<file path="src/rtl/capture_dec.sv">
// Capture-and-decrement unit: captures din on load, counts a working copy to zero under en.
// Optional macro CAPTURE_DEC_SAT_EN makes cnt_m1 saturate at zero instead of wrapping.
module capture_dec #(
    parameter int WIDTH = 8
) (
    input  logic             clk,
    input  logic             reset,
    input  logic             load,
    input  logic [WIDTH-1:0] din,
    input  logic             en,
    output logic [WIDTH-1:0] init_q,
    output logic [WIDTH-1:0] cnt,
    output logic [WIDTH-1:0] cnt_m1,
    output logic             busy,
    output logic             done
);

    typedef enum logic [1:0] {
        IDLE = 2'd0,
        RUN  = 2'd1,
        DONE = 2'd2
    } state_t;

    localparam logic [WIDTH-1:0] ONE  = {{(WIDTH-1){1'b0}}, 1'b1};
    localparam logic [WIDTH-1:0] ZERO = '0;

    state_t           state_q, state_d;
    logic [WIDTH-1:0] init_val_q, init_val_d;
    logic [WIDTH-1:0] cnt_q, cnt_d;

    always_ff @(posedge clk or posedge reset) begin
        if (reset) begin
            state_q    <= IDLE;
            init_val_q <= '0;
            cnt_q      <= '0;
        end else begin
            state_q    <= state_d;
            init_val_q <= init_val_d;
            cnt_q      <= cnt_d;
        end
    end

    // load overrides en and every transition, including from DONE
    always_comb begin
        state_d    = state_q;
        init_val_d = init_val_q;
        cnt_d      = cnt_q;
        if (load) begin
            init_val_d = din;
            cnt_d      = din;
            state_d    = (din != ZERO) ? RUN : DONE;
        end else begin
            case (state_q)
                IDLE: state_d = IDLE;
                RUN: begin
                    if (en) begin
                        cnt_d = cnt_q - ONE;
                        if (cnt_q == ONE) begin
                            state_d = DONE;
                        end
                    end
                end
                DONE:    state_d = IDLE;
                default: state_d = IDLE;
            endcase
        end
    end

    assign init_q = init_val_q;
    assign cnt    = cnt_q;
    assign busy   = (state_q == RUN);
    assign done   = (state_q == DONE);

`ifdef CAPTURE_DEC_SAT_EN
    assign cnt_m1 = (cnt_q == ZERO) ? ZERO : (cnt_q - ONE);
`else
    assign cnt_m1 = cnt_q - ONE;
`endif

endmodule

</file>
<file path="config.mk">
export PLATFORM = sky130hd
export DESIGN_NAME = capture_dec
export DESIGN_NICKNAME = d
export VERILOG_FILES = /design/src/rtl/capture_dec.sv
export SDC_FILE = /design/constraint.sdc
export NUM_CORES = 1
export LEC_CHECK = 0
export CAP_MARGIN = 20
export CORE_ASPECT_RATIO = 1.25
export CORE_MARGIN = 4
export CORE_UTILIZATION = 45
export CTS_CLUSTER_SIZE = 10
export DETAILED_ROUTE_END_ITERATION = 10
export PLACE_DENSITY = 0.83
export SYNTH_ARGS = -nofsm -noshare
export SYNTH_HDL_FRONTEND = slang
export SYNTH_SLANG_ARGS = --single-unit
</file>
<file path="constraint.sdc">
create_clock -name clk -period 4.36 [get_ports clk]
set_input_delay 0.872 -clock clk [delete_from_list [all_inputs] [get_ports clk]]
set_output_delay 0.872 -clock clk [all_outputs]
set_load 0.02 [all_outputs]
</file>
==> reports/qor.csv, run 1 <==
stage,metric,value,unit
synth,Post-Syn Instances,101,
setup_path,Required @ worst endpoint,3490,ps
sta,fmax,308.4,MHz
setup_path,CP bufs+invs,1,
floorplan,die span in x,49.20,um
synth,Post-synth EDFFs,0,
drt,routed via count,873,
setup_path,CP Max Fanout,8,
clock_network,post-CTS sizing,0,
synth,mux contribution to synthesized area,3.408,%
setup_path,crit path max-delay cell type,or4_1,
drt,DRT antenna net count,0,
sta,Worst Max-Slew Pin Slew,731.3,ps
synth,Avg Inst Size Synth,9.452,um^2
global_route,total track usage,17.92,%
floorplan,Initial Util,47.63,%
floorplan,core box area,2004,um^2
synth,Synth Area in Adders,2.621,%
sta,endpoints failing setup,0,
power,Net Sw Power,0.0001601,W
clock_network,clock latency on the worst-skew pair,300,ps
min_path,hold path depth,1,
clock_network,clock slew at reported path FFs,100,ps
global_route,first-pass GRT wire length,3.912,mm
synth,syn nets,115,
setup_path,Worst path max stage delay,660,ps
clock_network,total CTS buffers,3,
drt,drt first pass iters,4,
sta,Final min period,3243,ps
global_route,largest net degree at the start of global routing,24,
setup_path,Setup crit end kind,output pin,
sta,Max Transition Viols Final,0,
clock_network,CTS hold repair buffers,0,
synth,"Warnings, synthesis",0,
setup_path,critical path type,reg -> out,
setup_path,cells on worst reg2reg path,3,
power,clock power share,18.5,%
power,Gate power share,37.4,%
setup_path,"Cell Chain, Critical Path","or4_1, nor2_1, xor2_1, clkdlybuf4s50_1",
sta,Final Hold Vio Count,0,
cells_and_area,share of cells above drive strength 1,5.797,%
clock_network,Clock Path Buffers,2,
setup_path,startpoint class of the critical path,flop,
floorplan,num ports,38,
run_status,status,completed,
global_route,number of global-route vias before repair,892,
synth,sequential area share after synthesis,47.18,%
power,Switching Share,35.04,%
synth,post-synthesis simple-gate area fraction,20.71,%
synth,complex-gate fraction of the synthesized area,13.24,%
clock_network,H-tree lvl count,1,
sta,RSZ-0062 raised after global routing,no,
setup_path,Crit path max-delay family,simple AND/OR/NAND/NOR gates,
power,sequential share of power,44.1,%
clock_network,TritonCTS clock tree,yes,
flow_run,max-cap viol count,0,
clock_network,Post-CTS Setup Repair Bufs,0,
sta,setup TNS,0,ps
power,leakage,0.5897,nW
setup_path,data arrival time of the worst path,2370,ps
drt,drt wl/cell,14.92,um
synth,main combinational cell family by area after synthesis,simple AND/OR/NAND/NOR gates,
synth,ys async rst share,100.0,%
cells_and_area,Fillers,167,
drt,DRC,0,
floorplan,Core Rows,18,
power,Cell Int Power,0.0002968,W
power,Power Dens Cells,335.9,nW/um^2
cells_and_area,nets,154,
place,pre-CTS setup slack,1450,ps
synth,cell area after synthesis,954.7,um^2
floorplan,Die Footprint,2927,um^2
global_route,antenna violations before repair,0,
clock_network,root buffer cell,clkbuf_4,
setup_path,WP depth,4,
sta,fin crit share,74.38,%
cells_and_area,P&R area growth vs syn,42.46,%
synth,xor-xnor portion of the synthesized cell area,6.422,%
drt,initial detailed-routing violation count,13,
power,Peak VDD IR,0.2487,mV
synth,Yosys reg bits,18,
synth,synth unique cells,30,
clock_network,# clock sinks,18,
synth,ys flop type,dfrtp_1,
sta,Worst slew margin,51.10,%
cells_and_area,final core occ,67.85,%
place,input/output buffers,37,
cells_and_area,# diodes,0,
sta,Final Skew,2.130,ps
place,gpl congestion,0.7987,
sta,final worst-path setup slack,1117,ps
place,DP HPWL,1.776,mm
drt,drt via density,5.525,
min_path,min-delay worst type,reg -> reg,
sta,Min Hold Slack,514.5,ps
floorplan,Die Y,59.50,um
drt,final wirelength,2.357,mm
global_route,GR Overflow Total,0,
-- metal layers --
| layer | part of all wire (%) | GRT usage, % | routed length (um) |
|---|---|---|---|
| met2 | 49 | 29.69 | 1159 |
| met5 | 0 | 0 | 0 |
| met4 | 2.2 | 10.57 | 52 |
| met1 | 43 | 20.86 | 1008 |
| met3 | 5.9 | 4.786 | 138 |
-- power groups by stage --
| stage | combinational (W) | sequential, W | clock (W) |
|---|---|---|---|
| floorplan | 0.0000689 | 0.000221 | 0 |
| global placement | 0.000170 | 0.000203 | 0 |
| detailed placement | 0.000172 | 0.000205 | 0 |
| CTS | 0.000173 | 0.000201 | 0.0000867 |
| global route | 0.000185 | 0.000205 | 0.0000935 |
| finish | 0.000171 | 0.000201 | 0.0000844 |
-- per-stage QoR --
stage / power [W] / instances / area (um^2)
after floorplan: 0.0002895 / 101 / 954.7
after global placement: 0.0003731 / 155 / 1338
after detailed placement: 0.0003763 / 155 / 1338
after CTS: 0.0004607 / 158 / 1360
after global routing: 0.0004837 / 158 / 1360
final: 0.0004568 / 158 / 1360
-- cell usage in the layout, fill, tap and decap left out, drive strengths merged --
| cell type | count |
|---|---|
| xor2 | 5 |
| a31o | 1 |
| nand2 | 10 |
| o211ai | 2 |
| ha | 2 |
| o21ai | 9 |
| nand4b | 1 |
| nand3 | 4 |
| mux2 | 2 |
| nor2 | 7 |
| mux2i | 1 |
| nand3b | 1 |
| o311ai | 1 |
| clkinv | 1 |
| or3 | 2 |
| o41ai | 1 |
| or4 | 7 |
| clkdlybuf4s50 | 37 |
| dfrtp | 18 |
| xnor2 | 2 |
| clkbuf | 3 |
| a21oi | 1 |
| inv | 12 |
| or4b | 1 |
| nor2b | 1 |
| a31oi | 2 |
| nor4 | 2 |
| o31ai | 2 |
-- logic make-up (layout without fill, tap and decap cells) --
family / after synthesis / after routing
compound gates: 19 / 19
xor+xnor: 7 / 7
fa+ha+maj: 2 / 2
buf+inv: 16 / 53
flops: 18 / 18
mux: 3 / 3
simple gates: 36 / 36
-- sequential cells by signal (all words and copies together), names as in the netlist --
name     count
cnt          8
state_q      2
init_q       8
-- path summary, 6_finish.rpt --
check | startpoint | end | slack [ps]
worst min register to register | init_q[7]$_DFFE_PP0P_ | init_q[7]$_DFFE_PP0P_ | 510
min in group asynchronous | reset | init_q[0]$_DFFE_PP0P_ | 970
max in group asynchronous | reset | cnt[7]$_DFFE_PP0P_ | 2960
worst max register to register | cnt[2]$_DFFE_PP0P_ | state_q[1]$_DFFE_PP0P_ | 2370
worst max-delay path | cnt[2]$_DFFE_PP0P_ | cnt_m1[7] | 1120
worst min-delay path | init_q[7]$_DFFE_PP0P_ | init_q[7]$_DFFE_PP0P_ | 510
-- final cells by class --
cell class / count / area (um^2) / share of cell area, %
Clock buffer: 3 / 22.52 / 1.656
Inverter: 13 / 48.80 / 3.588
Tap cell: 20 / 25.02 / 1.840
Sequential cell: 18 / 450.4 / 33.12
Multi-Input combinational cell: 67 / 442.9 / 32.57
Timing Repair Buffer: 37 / 370.4 / 27.23
-- synth_stat cells, types with 2 or more instances --
master	count	area share, %
xnor2_1	2	1.8
xor2_1	5	4.6
ha_1	2	2.6
inv_1	12	4.7
nor2_1	7	2.8
o211ai_1	2	1.6
or3_1	2	1.3
dfrtp_1	18	47
nand3_1	4	2.1
or4_1	6	4.7
a31oi_1	2	1.3
o21ai_0	9	4.7
mux2_2	2	2.4
o31ai_1	2	1.6
nor4_1	2	1.3
nand2_1	10	3.9
No activity file was read; power rests on OpenSTA's default activity.
==> run 2, diff against run 1 <==
--- a/config.mk
+++ b/config.mk
@@ -8,10 +8,10 @@
 export CAP_MARGIN = 20
 export CORE_ASPECT_RATIO = 1.25
 export CORE_MARGIN = 4
-export CORE_UTILIZATION = 45
+export CORE_UTILIZATION = 42
 export CTS_CLUSTER_SIZE = 10
 export DETAILED_ROUTE_END_ITERATION = 10
-export PLACE_DENSITY = 0.83
+export PLACE_DENSITY = 0.78
 export SYNTH_ARGS = -nofsm -noshare
 export SYNTH_HDL_FRONTEND = slang
 export SYNTH_SLANG_ARGS = --single-unit
==> constraint.sdc (replaced) <==
create_clock -name clk -period 3 [get_ports clk]
set_input_delay 0.6 -clock clk [delete_from_list [all_inputs] [get_ports clk]]
set_output_delay 0.6 -clock clk [all_outputs]
set_load 0.02 [all_outputs]
==> reports/qor.csv, run 2 (synthesis results as in run 1) <==
stage,metric,value,unit,change
run_status,status,completed,,unchanged
setup_path,Required @ worst endpoint,2400,ps,was 3490 ps
min_path,min-delay src,init_q[7]$_DFFE_PP0P_,,unchanged
drt,final wirelength,2.413,mm,was 2.357 mm
global_route,GR Overflow Total,0,,unchanged
cells_and_area,"commonest cells after routing, fill and taps aside","37 x clkdlybuf4s50_1, 18 x dfrtp_1, 12 x inv_1, 10 x nand2_1, 9 x o21ai_0",,unchanged
drt,DRT antenna net count,0,,unchanged
power,leakage,0.5961,nW,was 0.5897 nW
cells_and_area,P&R area growth vs syn,45.09,%,was 42.46%
sta,Max Transition Viols Final,0,,unchanged
cells_and_area,nets,155,,was 154
global_route,antenna violations before repair,0,,unchanged
power,Power Dens Cells,477.6,nW/um^2,was 335.9 nW/um^2
setup_path,CP bufs+invs,1,,unchanged
min_path,min-delay worst type,reg -> reg,,unchanged
setup_path,flop2flop setup slack,1070,ps,was 2370 ps
clock_network,# clock sinks,18,,unchanged
floorplan,num ports,38,,unchanged
clock_network,H-tree lvl count,1,,unchanged
setup_path,crit path max-delay cell type,or4_4,,was or4_1
power,Peak VDD IR,0.3313,mV,was 0.2487 mV
drt,initial detailed-routing violation count,8,,was 13
setup_path,reg2reg end,cnt[4]$_DFFE_PP0P_,,was state_q[1]$_DFFE_PP0P_
sta,endpoints failing setup,0,,unchanged
global_route,met1 usage,20.15,%,was 20.86%
place,placed cell count,167,,was 155
floorplan,Die Y,61.31,um,was 59.50 um
floorplan,Initial Util,43.65,%,was 47.63%
floorplan,die span in x,50.64,um,was 49.20 um
floorplan,Core Rows,19,,was 18
sta,Final Skew,4.157,ps,was 2.130 ps
min_path,hold path endpoint,init_q[7]$_DFFE_PP0P_,,unchanged
cells_and_area,# diodes,0,,unchanged
drt,drt wl/cell,14.19,um,was 14.92 um
floorplan,Die Footprint,3104,um^2,was 2927 um^2
sta,Worst Max-Slew Pin Slew,681.3,ps,was 731.3 ps
setup_path,"Cell Chain, Critical Path","or4_4, nor2_1, xor2_1, clkdlybuf4s50_1",,"was or4_1, nor2_1, xor2_1, clkdlybuf4s50_1"
place,input/output buffers,37,,unchanged
clock_network,Post-CTS Setup Repair Bufs,0,,unchanged
global_route,met3 Use GR,4.116,%,was 4.786%
global_route,GR peak layer,met2,,unchanged
global_route,total track usage,17.31,%,was 17.92%
setup_path,CP Max Fanout,8,,unchanged
drt,drt first pass iters,4,,unchanged
setup_path,Crit path max-delay family,simple AND/OR/NAND/NOR gates,,unchanged
flow_run,max-cap viol count,0,,unchanged
sta,fin crit share,96.30,%,
clock_network,clock latency on the worst-skew pair,290,ps,was 300 ps
cells_and_area,fin cells,170,,was 158
drt,DRC,0,,unchanged
place,DP HPWL,1.883,mm,was 1.776 mm
sta,Final Hold Vio Count,0,,unchanged
min_path,hold path depth,1,,unchanged
clock_network,post-CTS sizing,0,,unchanged
clock_network,total CTS buffers,3,,unchanged
setup_path,Setup crit end kind,output pin,,unchanged
setup_path,Worst path max stage delay,610,ps,was 660 ps
place,gpl congestion,0.8009,,was 0.7987
global_route,largest net degree at the start of global routing,19,,was 24
sta,RSZ-0062 raised after global routing,no,,unchanged
drt,drt via density,5.306,,was 5.525
global_route,number of global-route vias before repair,906,,was 892
setup_path,critical path type,reg -> out,,unchanged
clock_network,CTS hold repair buffers,0,,unchanged
setup_path,startpoint class of the critical path,flop,,unchanged
clock_network,clock slew at reported path FFs,100,ps,about the same
global_route,first-pass GRT wire length,4.029,mm,was 3.912 mm
clock_network,Clock Path Buffers,2,,unchanged
cells_and_area,"most common cell after layout, fill and taps aside",clkdlybuf4s50_1,,unchanged
sta,setup TNS,0,ps,unchanged
setup_path,cells on worst reg2reg path,5,,was 3
sta,Worst slew margin,54.53,%,was 51.10%
clock_network,root buffer cell,clkbuf_4,,unchanged
sta,Final min period,2889,ps,
global_route,met2 usage,28.36,%,was 29.69%
sta,fmax,346.1,MHz,
setup_path,data arrival time of the worst path,2290,ps,was 2370 ps
cells_and_area,share of cells above drive strength 1,7.194,%,was 5.797%
drt,routed via count,902,,was 873
clock_network,TritonCTS clock tree,yes,,unchanged
setup_path,worst r2r src,cnt[0]$_DFFE_PP0P_,,was cnt[2]$_DFFE_PP0P_
floorplan,core box area,2187,um^2,was 2004 um^2
==> run 2: how the worst max path moves through the flow <==
stage,startpoint,end,cells past startpoint
3_3_place_gp,cnt[2]$_DFFE_PP0P_,cnt_m1[7],4
6_report,cnt[2]$_DFFE_PP0P_,cnt_m1[7],4
3_5_place_dp,cnt[2]$_DFFE_PP0P_,cnt_m1[7],4
5_1_grt,cnt[2]$_DFFE_PP0P_,cnt_m1[7],4
2_1_floorplan,cnt[2]$_DFFE_PP0P_,cnt_m1[7],4
4_1_cts,cnt[2]$_DFFE_PP0P_,cnt_m1[7],4
==> run 2: report_power, final <==
| part | total (W) | switching [W] | internal (W) | leakage, nW |
|---|---|---|---|---|
| logic | 0.000250 | 0.000130 | 0.000120 | 0.366 |
| registers | 0.000294 | 0.0000286 | 0.000266 | 0.216 |
| clock network | 0.000117 | 0.0000706 | 0.0000467 | 0.0138 |
==> run 2: metrics by stage <==
stage | hold WS, ps | util, % | setup slack [ps] | power [W] | cell area, um^2
floorplan | 481.4 | - | 727.2 | 0.0004207 | 954.7
global placement | 491.2 | 62.13 | 393.7 | 0.0005442 | 1359
detailed placement | 511.9 | 62.13 | 356.9 | 0.0005489 | 1359
CTS | 526.2 | 63.16 | 18.30 | 0.0006680 | 1381
global route | 556.2 | 63.33 | 20.55 | 0.0007017 | 1385
finish | 526.4 | 63.33 | 111.0 | 0.0006616 | 1385
==> run 2: per-layer routing <==
layer / wire [um] / share of wire [%] / vias up
li1: - / - / 431
met1: 1029 / 43 / 428
met2: 1163 / 48 / 36
met3: 142 / 5.9 / 7
met4: 78 / 3.2 / 0
met5: 0 / 0 / -
==> run 2: layout make-up <==
cell class              count  area, um^2
repair buffers             38       377.9
clock buffers               3       22.52
well taps                  31       38.79
multi-input cells          67       446.7
flip-flops and latches     18       450.4
inverters                  13       48.80
fillers                   193       802.0
==> run 2: worst register-to-register path: cells and delay by family (launching register included) <==
family | cells | cell delay (ps)
flops | 1 | 440
fa+ha+maj | 1 | 260
simple gates | 3 | 1030
buf+inv | 1 | 140
